### config.mk
export PLATFORM = sky130hd
export DESIGN_NAME = bus_arbiter2
export DESIGN_NICKNAME = d
export VERILOG_FILES = /design/src/rtl/bus_arbiter2.sv
export SDC_FILE = /design/constraint.sdc
export NUM_CORES = 1
export LEC_CHECK = 0
export CORE_ASPECT_RATIO = 0.7
export CORE_MARGIN = 5
export CORE_UTILIZATION = 40
export DETAILED_ROUTE_END_ITERATION = 8
export PLACE_DENSITY = 0.9
export REMOVE_ABC_BUFFERS = 1
export SKIP_LAST_GASP = 1
export SYNTH_ARGS = -nofsm -noshare
export SYNTH_HDL_FRONTEND = slang
export SYNTH_SLANG_ARGS = --single-unit
### constraint.sdc
create_clock -name clk -period 2 [get_ports clk]
set_input_delay 0.4 -clock clk [delete_from_list [all_inputs] [get_ports clk]]
set_output_delay 0.4 -clock clk [all_outputs]
set_load 0.05 [all_outputs]
### src/rtl/bus_arbiter2.sv
// Two-requester round-robin arbiter for a single shared memory port (fetch vs. load/store).
// Optional BUSY watchdog abort enabled by defining ARB_TIMEOUT_EN.
module bus_arbiter2 #(
    parameter int WIDTH   = 32,
    parameter int TIMEOUT = 15
) (
    input  logic             clk,
    input  logic             rst_n,
    input  logic             req0,
    input  logic             req1,
    input  logic [WIDTH-1:0] addr0,
    input  logic [WIDTH-1:0] addr1,
    input  logic [WIDTH-1:0] wdata0,
    input  logic [WIDTH-1:0] wdata1,
    input  logic             we0,
    input  logic             we1,
    output logic             ack0,
    output logic             ack1,
    output logic             err,
    output logic [WIDTH-1:0] rdata,
    output logic             mem_sel,
    output logic             mem_en,
    output logic             mem_we,
    output logic [WIDTH-1:0] mem_addr,
    output logic [WIDTH-1:0] mem_wdata,
    input  logic [WIDTH-1:0] mem_rdata,
    input  logic             mem_rdy
);

    typedef enum logic [1:0] {IDLE, BUSY, RESP} state_t;

    state_t state_reg;
    logic   last_gnt_reg;
    logic   win;

`ifdef ARB_TIMEOUT_EN
    localparam int CNT_W = (TIMEOUT < 2) ? 1 : $clog2(TIMEOUT + 1);
    logic [CNT_W-1:0] cnt_reg;
    logic             err_reg;
    assign err = err_reg;
`else
    assign err = 1'b0;
`endif

    // A lone requester always wins; on a tie the one not served last wins.
    always_comb begin
        win = req1;
        if (req0 && req1)
            win = ~last_gnt_reg;
    end

    always_ff @(posedge clk or negedge rst_n) begin
        if (!rst_n) begin
            state_reg    <= IDLE;
            last_gnt_reg <= 1'b1;
            mem_sel      <= 1'b0;
            mem_en       <= 1'b0;
            mem_we       <= 1'b0;
            mem_addr     <= '0;
            mem_wdata    <= '0;
            rdata        <= '0;
            ack0         <= 1'b0;
            ack1         <= 1'b0;
`ifdef ARB_TIMEOUT_EN
            cnt_reg      <= '0;
            err_reg      <= 1'b0;
`endif
        end else begin
            case (state_reg)
                IDLE: begin
                    if (req0 || req1) begin
                        mem_sel      <= win;
                        mem_en       <= 1'b1;
                        mem_we       <= win ? we1 : we0;
                        mem_addr     <= win ? addr1 : addr0;
                        mem_wdata    <= win ? wdata1 : wdata0;
                        last_gnt_reg <= win;
                        state_reg    <= BUSY;
`ifdef ARB_TIMEOUT_EN
                        cnt_reg      <= '0;
`endif
                    end
                end
                BUSY: begin
                    if (mem_rdy) begin
                        mem_en    <= 1'b0;
                        ack0      <= ~mem_sel;
                        ack1      <= mem_sel;
                        if (!mem_we)
                            rdata <= mem_rdata;
                        state_reg <= RESP;
                    end
`ifdef ARB_TIMEOUT_EN
                    // mem_rdy on the final counted edge still wins over the abort.
                    else if (cnt_reg == CNT_W'(TIMEOUT - 1)) begin
                        mem_en    <= 1'b0;
                        ack0      <= ~mem_sel;
                        ack1      <= mem_sel;
                        err_reg   <= 1'b1;
                        rdata     <= '0;
                        state_reg <= RESP;
                    end else begin
                        cnt_reg   <= cnt_reg + 1'b1;
                    end
`endif
                end
                RESP: begin
                    ack0      <= 1'b0;
                    ack1      <= 1'b0;
`ifdef ARB_TIMEOUT_EN
                    err_reg   <= 1'b0;
`endif
                    state_reg <= IDLE;
                end
                default: state_reg <= IDLE;
            endcase
        end
    end

endmodule

==> impl_metrics.json, run 1 <==
{
  "status": "completed",
  "gr-usage-all-layers": 0.1892,
  "grt_antenna_before_repair": 0,
  "root_buffer": "clkbuf_16",
  "synth_top_area_share": 0.5066,
  "synthMuxAreaShare": 0.4368,
  "r2r_end": "mem_wdata[1]",
  "dr.pass1.iters": 4,
  "fmax_ghz": 0.5158,
  "gp_congestion": 0.7617,
  "synth.ff_latch_count": 104,
  "cts.sinks": 104,
  "combPwrFrac": 0.614,
  "cp-start-kind": "flop",
  "portBuffers": 267,
  "drive_gt1_frac": 0.3202,
  "ys_types": 23,
  "finalCriticalPeriod_ns": 1.939,
  "gr-total-overflow": 0,
  "tightest_slew_ns": 0.5413,
  "worst_ep_required_time_ns": 1.60,
  "post-route-period-util": 0.9694,
  "cts.clk_slew.worst_paths_ns": 0.07,
  "synthCells": 308,
  "cp_slowest_stage_delay_ns": 0.83,
  "slew_headroom": 0.6380,
  "synthSimpleGateAreaFrac": 0.006886,
  "final_nets": 746,
  "area_delta_synth_final_pct": 63.70,
  "die-area_um2": 15110,
  "clkPwrFrac": 0.128,
  "die_x_um": 144.8,
  "leakage_nw": 3.686,
  "hp-class": "in -> async",
  "num_vias": 3593,
  "fill_cells": 890,
  "switching_power_mw": 6.778,
  "power_density_nw_per_um2": 1796,
  "num_antenna_cells": 0,
  "rsz0062_at_grt": "no",
  "multiInputGateArea_um2": 2341,
  "row_count": 34,
  "worstSetupPathType": "reg -> out",
  "power.total_mw": 14.96,
  "crit_path_max_fanout": 2,
  "vdd.ir_drop.worst_mv": 1.231,
  "r2r_start": "last_gnt_reg",
  "grt.busiest_layer": "met2",
  "cts_buffer_depth": 2,
  "htreeDepth": 3,
  "synth_top_family_by_area": "multiplexers",
  "grt_pass1_wl_mm": 22.32,
  "yosysSeqAreaShare": 0.5118,
  "cp.arrival_ns": 1.54,
  "critPathSlowestCell": "clkdlybuf4s50_1",
  "routed_via_density": 4.816,
  "fp.dieH_um": 104.4,
  "use_met1": 0.2194,
  "cts_tree": "done",
  "setup_ws_ns": 0.06122,
  "critPathBufInv": 1,
  "fin_hold_ws_ns": 0.4246,
  "wl_per_cell_um": 19.51,
  "fin_tns_setup_ns": 0,
  "clock_skew_ns": 0.009644,
  "seqCellArea_um2": 2604,
  "use_met3": 0.08456,
  "synth-xor-area-share": 0,
  "grt_start_max_net_pins": 64,
  "postLayoutCellArea_um2": 8328,
  "drt_first_iter_violations": 65,
  "p_sw_frac": 0.4532,
  "pin_count": 269,
  "drc": 0,
  "yosysTopAreaCell": "dfrtp_1",
  "met2_usage": 0.3151,
  "start_util": 0.4095,
  "syn_avg_cell_area_um2": 16.52,
  "reg2reg_depth": 4,
  "grt_pass1_vias": 4117,
  "clk_latency_ns": 0.34,
  "top_regs": "mem_addr x32, mem_wdata x32, rdata x32",
  "crit_chain": "clkdlybuf4s50_1",
  "dpl.hpwl_mm": 11.40,
  "p_seq_frac": 0.258,
  "yosys.area_share.adder": 0,
  "cts_buffers": 9,
  "syn_area_um2": 5087,
  "maxCapViolCount": 0,
  "r2r_setup_slack_ns": 0.26,
  "worstSetupEndpointType": "primary output",
  "final_hold_viol_count": 0,
  "synth_compound_area_frac": 0.01279,
  "place_area_um2": 7988,
  "finalWirelength_mm": 14.55,
  "setup_viol": 0,
  "preCtsSetupSlack_ns": -0.1205,
  "yosysWarnings": 0,
  "crit_start": "rdata[20]",
  "intPower_mw": 8.177,
  "fp.coreArea_um2": 12420,
  "ys_top_cells_by_area": "dfrtp_1 (51%), mux2_4 (30%), mux2_2 (11%)",
  "slew_violations": 0,
  "cp_top_family": "buffers and inverters",
  "postRouteAntennaNets": 0
}
==> synthesized netlist by cell type (all sizes together) <==
cell	number
dfstp	1
a21boi	1
dfrtp	103
conb	1
a21oi	1
mux2	164
buf	18
nor2	2
inv	6
and3	1
o21ai	1
nand3b	1
a21bo	1
a2bb2oi	1
a31o	1
a21o	1
nor3	1
o22ai	2
nand2	1
==> power groups by stage <==
stage          Sequential [mW]  Clock (mW)  Combinational, mW
2_1_floorplan             7.43           0               2.38
3_3_place_gp              3.80           0               9.10
3_5_place_dp              3.88           0               9.26
4_1_cts                   3.87        1.97               9.28
5_1_grt                   4.01        2.05               9.51
6_report                  3.86        1.91               9.19
==> cell type report <==
| cell class | count | share of cell area |
|---|---|---|
| clock buffers | 12 | 0.02960 |
| clock inverters | 4 | 0.009315 |
| inverters | 6 | 0.002704 |
| multi-input cells | 180 | 0.2811 |
| flip-flops and latches | 104 | 0.3127 |
| well taps | 162 | 0.02434 |
| repair buffers | 278 | 0.3403 |
==> cell usage in the layout, fill, tap and decap left out, types with 2 or more instances in the layout <==
cell type,n
clkbuf_1,2
dfrtp_1,103
dlymetal6s2s_1,3
buf_4,10
mux2_2,51
bufinv_16,2
mux2_4,100
mux2_1,13
buf_12,7
clkdlybuf4s50_1,256
o22ai_1,2
clkbuf_16,9
inv_1,6
==> how the worst max path moves through the flow <==
stage / endpoint / cells after the start
final: rdata[20] / 1
after CTS: mem_sel / 1
after floorplan: last_gnt_reg / 2
after global placement: mem_addr[2] / 6
after detailed placement: mem_wdata[1] / 5
after global routing: rdata[20] / 1
==> metal layers <==
metal,up-vias,part of all wire,routed length (um)
met5,-,0,0
met4,0,0.019,271
met3,23,0.11,1554
met2,176,0.50,7262
met1,1758,0.38,5466
li1,1636,-,-
==> metrics by stage <==
| stage | instances | utilization |
|---|---|---|
| 2_1_floorplan | 290 | - |
| 3_3_place_gp | 729 | 0.6430 |
| 3_5_place_dp | 729 | 0.6430 |
| 4_1_cts | 746 | 0.6698 |
| 5_1_grt | 746 | 0.6704 |
| 6_report | 746 | 0.6704 |
==> repair_timing <==
action / 4_1_cts / 5_1_grt
hold endpoints to repair: 1 / 0
setup endpoints to repair: 1 / 3
buffers inserted: 0 / 0
resized for setup: 1 / 3
hold buffers: 1 / 0
==> cells by family (layout without fill, tap and decap cells) <==
family | count (synthesis) | after routing
multiplexers | 164 | 164
flip-flops | 104 | 104
AO/OA/AOI/OAI | 9 | 9
buffers and inverters | 24 | 300
AND/OR/NAND/NOR | 6 | 6
other | 1 | 1
(Power assumes the default switching activity.)
==> inputs of run 2 (changes only) <==
--- a/config.mk
+++ b/config.mk
@@ -5,6 +5,7 @@
 export SDC_FILE = /design/constraint.sdc
 export NUM_CORES = 1
 export LEC_CHECK = 0
+export CAP_MARGIN = 20
 export CORE_ASPECT_RATIO = 0.7
 export CORE_MARGIN = 5
 export CORE_UTILIZATION = 40
==> results of run 2 <==
The final DEF is identical to that of run 1; final timing and power are the same.
==> inputs of run 3 (changes only) <==
--- a/config.mk
+++ b/config.mk
@@ -12,6 +12,7 @@
 export DETAILED_ROUTE_END_ITERATION = 8
 export PLACE_DENSITY = 0.9
 export REMOVE_ABC_BUFFERS = 1
+export SETUP_SLACK_MARGIN = 0.1
 export SKIP_LAST_GASP = 1
 export SYNTH_ARGS = -nofsm -noshare
 export SYNTH_HDL_FRONTEND = slang
==> run 3 against run 2 <==
Die area unchanged; combinational power decreased by 7.2%; utilization decreased by 0.89 points; wire length increased by 0.48%; clock skew decreased by 0.00060 ns; sequential cell count unchanged; total power decreased by 4.6%; critical path type is now in -> reg; critical endpoint is now mem_wdata[1]; largest power group unchanged.
==> impl_metrics.json, run 3 (synthesized netlist as in run 1, its figures left out) <==
{
  "status": "completed",
  "num_vias": 3604,
  "post-route-period-util": 0.8912,
  "drive_gt1_frac": 0.3202,
  "die_x_um": 144.8,
  "setup_viol": 0,
  "root_buffer": "clkbuf_16",
  "preCtsSetupSlack_ns": -0.1205,
  "cts_setup_buffers": 0,
  "start_util": 0.4095,
  "tightest_slew_ns": 0.5333,
  "vdd.ir_drop.worst_mv": 1.124,
  "rsz0062_at_grt": "no",
  "final_nets": 746,
  "setup_ws_ns": 0.2176,
  "dr.pass1.iters": 4,
  "grt_pass1_vias": 4108,
  "finalCriticalPeriod_ns": 1.782,
  "num_antenna_cells": 0,
  "worstSetupEndpointType": "flop",
  "postLayoutCellArea_um2": 8218,
  "routed_via_density": 4.831,
  "cp_slowest_stage_delay_ns": 0.45,
  "clk_latency_ns": 0.34,
  "cp_top_family": "buffers and inverters",
  "cts_buffer_depth": 2,
  "htreeDepth": 3,
  "postRouteAntennaNets": 0,
  "slew_headroom": 0.6439,
  "finalWirelength_mm": 14.62,
  "cts_buffers": 9,
  "slew_violations": 0,
  "final_hold_viol_count": 0,
  "grt_antenna_before_repair": 0,
  "fin_tns_setup_ns": 0,
  "drc": 0,
  "pin_count": 269,
  "place_area_um2": 7988,
  "crit_path_max_fanout": 30,
  "gr-total-overflow": 0,
  "fin_hold_ws_ns": 0.4247,
  "top_regs": "mem_addr x32, mem_wdata x32, rdata x32",
  "die-area_um2": 15110,
  "worst_ep_required_time_ns": 2.23,
  "gp_congestion": 0.7617,
  "cpMostUsedCell": "mux2_2",
  "layout_commonest_cell": "clkdlybuf4s50_1",
  "cp-start-kind": "primary input",
  "grt_pass1_wl_mm": 22.26,
  "cp.arrival_ns": 2.01,
  "critPathBufInv": 2,
  "gr-usage-all-layers": 0.1887,
  "fp.dieH_um": 104.4,
  "leakage_nw": 3.821,
  "portBuffers": 267,
  "cts.clk_slew.worst_paths_ns": 0.07,
  "fmax_ghz": 0.5610,
  "grt_start_max_net_pins": 64,
  "layout_common_cells": "clkdlybuf4s50_1 (165), dfrtp_1 (103), mux2_4 (100)",
  "power_density_nw_per_um2": 1735,
  "worstSetupPathType": "in -> reg",
  "area_delta_synth_final_pct": 61.53,
  "critPathSlowestCell": "clkdlybuf4s50_1",
  "wl_per_cell_um": 19.60,
  "clock_skew_ns": 0.009049,
  "cts.sinks": 104,
  "dpl.hpwl_mm": 11.40,
  "fp.coreArea_um2": 12420,
  "drt_first_iter_violations": 91,
  "fin_util": 0.6616,
  "crit_chain": "clkdlybuf4s50_1 -> a21bo_4 -> buf_12 -> mux2_2 -> mux2_2",
  "maxCapViolCount": 0,
  "hp-class": "in -> async",
  "cts_tree": "done",
  "row_count": 34
}
run 3: cell count changes in the layout (fill, tap and decap cells not counted), sizes merged:
cell           before  now
dlymetal6s2s        3    4
clkdlybuf4s50     256  165
dlygate4sd2         1   91
run 3: repair_timing:
action | CTS | global route
endpoints found under the setup margin | 91 | 4
gates resized for setup | 91 | 4
hold buffers | 1 | 0
endpoints found under the hold margin | 1 | 0
run 3: final timing paths:
| path | start | to | slack, ns | cells after the start |
|---|---|---|---|---|
| max in group asynchronous | rst_n | mem_addr[13] | 1.05 | 3 |
| min in group clk | rdata[25] | rdata[25] | 0.49 | 1 |
| worst max register to register | last_gnt_reg | mem_wdata[1] | 0.26 | 4 |
| worst max-delay path | req1 | mem_wdata[1] | 0.22 | 5 |
| worst min-delay path | rst_n | ack0 | 0.42 | 2 |
| worst min register to register | rdata[25] | rdata[25] | 0.49 | 1 |
run 3: worst register-to-register path: cells and delay by family (launching register included):
| family | cells | cell delay, ns |
|---|---|---|
| buffers and inverters | 1 | 0.25 |
| muxes | 2 | 0.65 |
| AOI/OAI and AO/OA | 1 | 0.18 |
| DFF | 1 | 0.56 |
run 3: layout make-up:
class,instances,area (um^2)
clock inverters,4,77.57
repair buffers,278,2724
multi-input cells,180,2341
flip-flops and latches,104,2604
well taps,162,202.7
clock buffers,12,246.5
fillers,933,4204
inverters,6,22.52
run 3: through the flow:
step	std cells	power [mW]
after global placement	729	12.90
final	746	14.26
after CTS	746	14.42
after detailed placement	729	13.13
after floorplan	290	9.814
after global routing	746	14.87
run 3: where the power goes:
part	switching, mW	internal, mW	leakage [nW]
Sequential	0.628	3.19	1.22
Clock	0.766	1.14	0.157
Combinational	5.35	3.19	2.44
Total	6.74	7.52	3.82
run 3: routing by layer:
| layer | wire length (um) | vias to the layer above | GRT usage |
|---|---|---|---|
| met5 | 0 | - | 0 |
| met4 | 299 | 0 | 0.05260 |
| met3 | 1531 | 25 | 0.08410 |
| met2 | 7282 | 175 | 0.3141 |
| met1 | 5511 | 1766 | 0.2191 |
| li1 | - | 1638 | - |
==> patch: new RTL, settings of run 2 <==
Reset style: synchronous (`rst_n`), changed in one clocked block.
--- a/src/rtl/bus_arbiter2.sv
+++ b/src/rtl/bus_arbiter2.sv
@@ -51,3 +51,3 @@
 
-    always_ff @(posedge clk or negedge rst_n) begin
+    always_ff @(posedge clk) begin
         if (!rst_n) begin
Behaviour: differs if rst_n is asserted again (counterexample within 4 cycles, from zero or initial values and one cycle with rst_n low); with rst_n held inactive, the same outputs for 10 cycles.
==> patch against run 2 <==
  * Area after synthesis decreased by 14%
  * Global-route usage increased by 4.8 points
  * Sequential cell count unchanged
  * Non-clock buffer count increased by 3
  * Design area decreased by 11%
  * Wire length increased by 13%
  * Utilization increased by 4.0 points
  * Final cell count increased by 23%
  * Count of clock-buffer cells in the layout decreased by 1
  * Setup slack improved by 0.0067 ns
  * Die area decreased by 13%
  * Clock skew decreased by 0.0013 ns
  * Highest routed layer unchanged
Power is not compared: it rests on default switching activity, and its combinational part moved more than twofold at a synthesized area within 25%.
==> patch: results (changes against run 2) <==
Placement:
- The HPWL after detailed placement came to 12300 µm (+7.5%).
- The global placement routability congestion came to 0.854 (+12%).
- The post-place instance area is 7120 µm² (-11%).
- The instance count after placement with tap cells included is 904 (+24%).

STA:
- The worst slew margin relative to its limit was 63.2% (-0.59 points).
- The setup clock skew after layout is 0.00838 ns (-0.00127 ns).

Cells and area:
- The layout inverter count without the clock tree is 1 (-5).
- The buffer count excluding the clock tree in the final layout is 281 (+1.1%).
- The fraction of final layout cells with drive strength greater than 1 is 4.95% (-27 points).
- The number of nets in the layout is 950 (+27%).
- The combined flip-flop and latch cell area was 2080 µm² (-20%).
- The number of fill cells was 758 (-15%).
- The clock buffer count in the final layout is 11 (-1).
- The number of combinational gates with multiple inputs came to 386 (+110%).

Synthesis:
- The count of cell types in the netlist came to 27 (+17%).
- Sorting the synthesized cells by how often they occur yields sky130_fd_sc_hd__nand2_1, sky130_fd_sc_hd__dfxtp_1, sky130_fd_sc_hd__a21oi_1.
- The register area share after synthesis is 47.8% (-3.4 points).
- The post-synthesis cell count came to 545 (+77%).
- The prevailing post-synth register cell is sky130_fd_sc_hd__dfxtp_1.
- The share of flip-flops with an asynchronous set or reset after synthesis was 0% (-100 points).

Clocking:
- The number of cells upsized or downsized after cts is 0 (-1).

Routing:
- The wire length per cell after detailed routing is 17.9 µm (-8.5%).
- The number of design-rule violations left by the first detailed-router iteration is 313 (+380%).
- The total wire length after detailed routing is 16400 µm (+13%).
- The total vias in the final route came to 5062 (+41%).

Worst setup path:
- The worst-path maximum fanout is 4 (+2).
- In this run the critical register-to-register path is launched from state_reg[1].

Outcome:
- The run finished with clean final reports.
## patch: changes by cell type after synthesis, moves of 13 or more
cell | run 2 | this run
sky130_fd_sc_hd__nand2_1 | 1 | 196
sky130_fd_sc_hd__dfxtp_1 | 0 | 104
sky130_fd_sc_hd__dfrtp_1 | 103 | 0
sky130_fd_sc_hd__mux2_4 | 100 | 0
sky130_fd_sc_hd__a21oi_1 | 1 | 100
sky130_fd_sc_hd__a311oi_1 | 0 | 65
sky130_fd_sc_hd__mux2_2 | 51 | 0
sky130_fd_sc_hd__clkbuf_1 | 0 | 15
sky130_fd_sc_hd__buf_2 | 9 | 23
sky130_fd_sc_hd__mux2_1 | 13 | 0
## patch: metrics by stage
step | power, mW | utilization (%)
floorplan | 3.56 | -
global placement | 4.46 | 68.0
detailed placement | 4.51 | 68.0
CTS | 6.35 | 71.0
global route | 6.57 | 71.1
finish | 6.31 | 71.1
## patch: worst max-delay path by stage
stage | from | endpoint | slack [ns]
CTS | mem_sel | mem_sel | 0.02
finish | mem_we | mem_we | 0.07
detailed placement | req0 | mem_addr[1] | 0.04
global placement | req1 | mem_addr[9] | 0.17
global route | mem_wdata[29] | mem_wdata[29] | 0.02
floorplan | state_reg[1] | mem_addr[30] | -0.32
## patch: logic make-up after synthesis
logic type             count (synthesis)  share of synthesized area [%]
AND/OR/NAND/NOR                      211                           19.3
flip-flops                           104                           47.8
other                                  1                         0.0861
buffers and inverters                 55                           6.70
AO/OA/AOI/OAI                        174                           26.1
## patch: routing by layer
layer  GRT usage, %  wire (µm)  vias to the layer above
li1               -          -                     2387
met2           40.8       8180                      248
met5              0          0                        -
met4           9.39        524                        0
met1           27.5       6270                     2383
met3           7.14       1450                       44
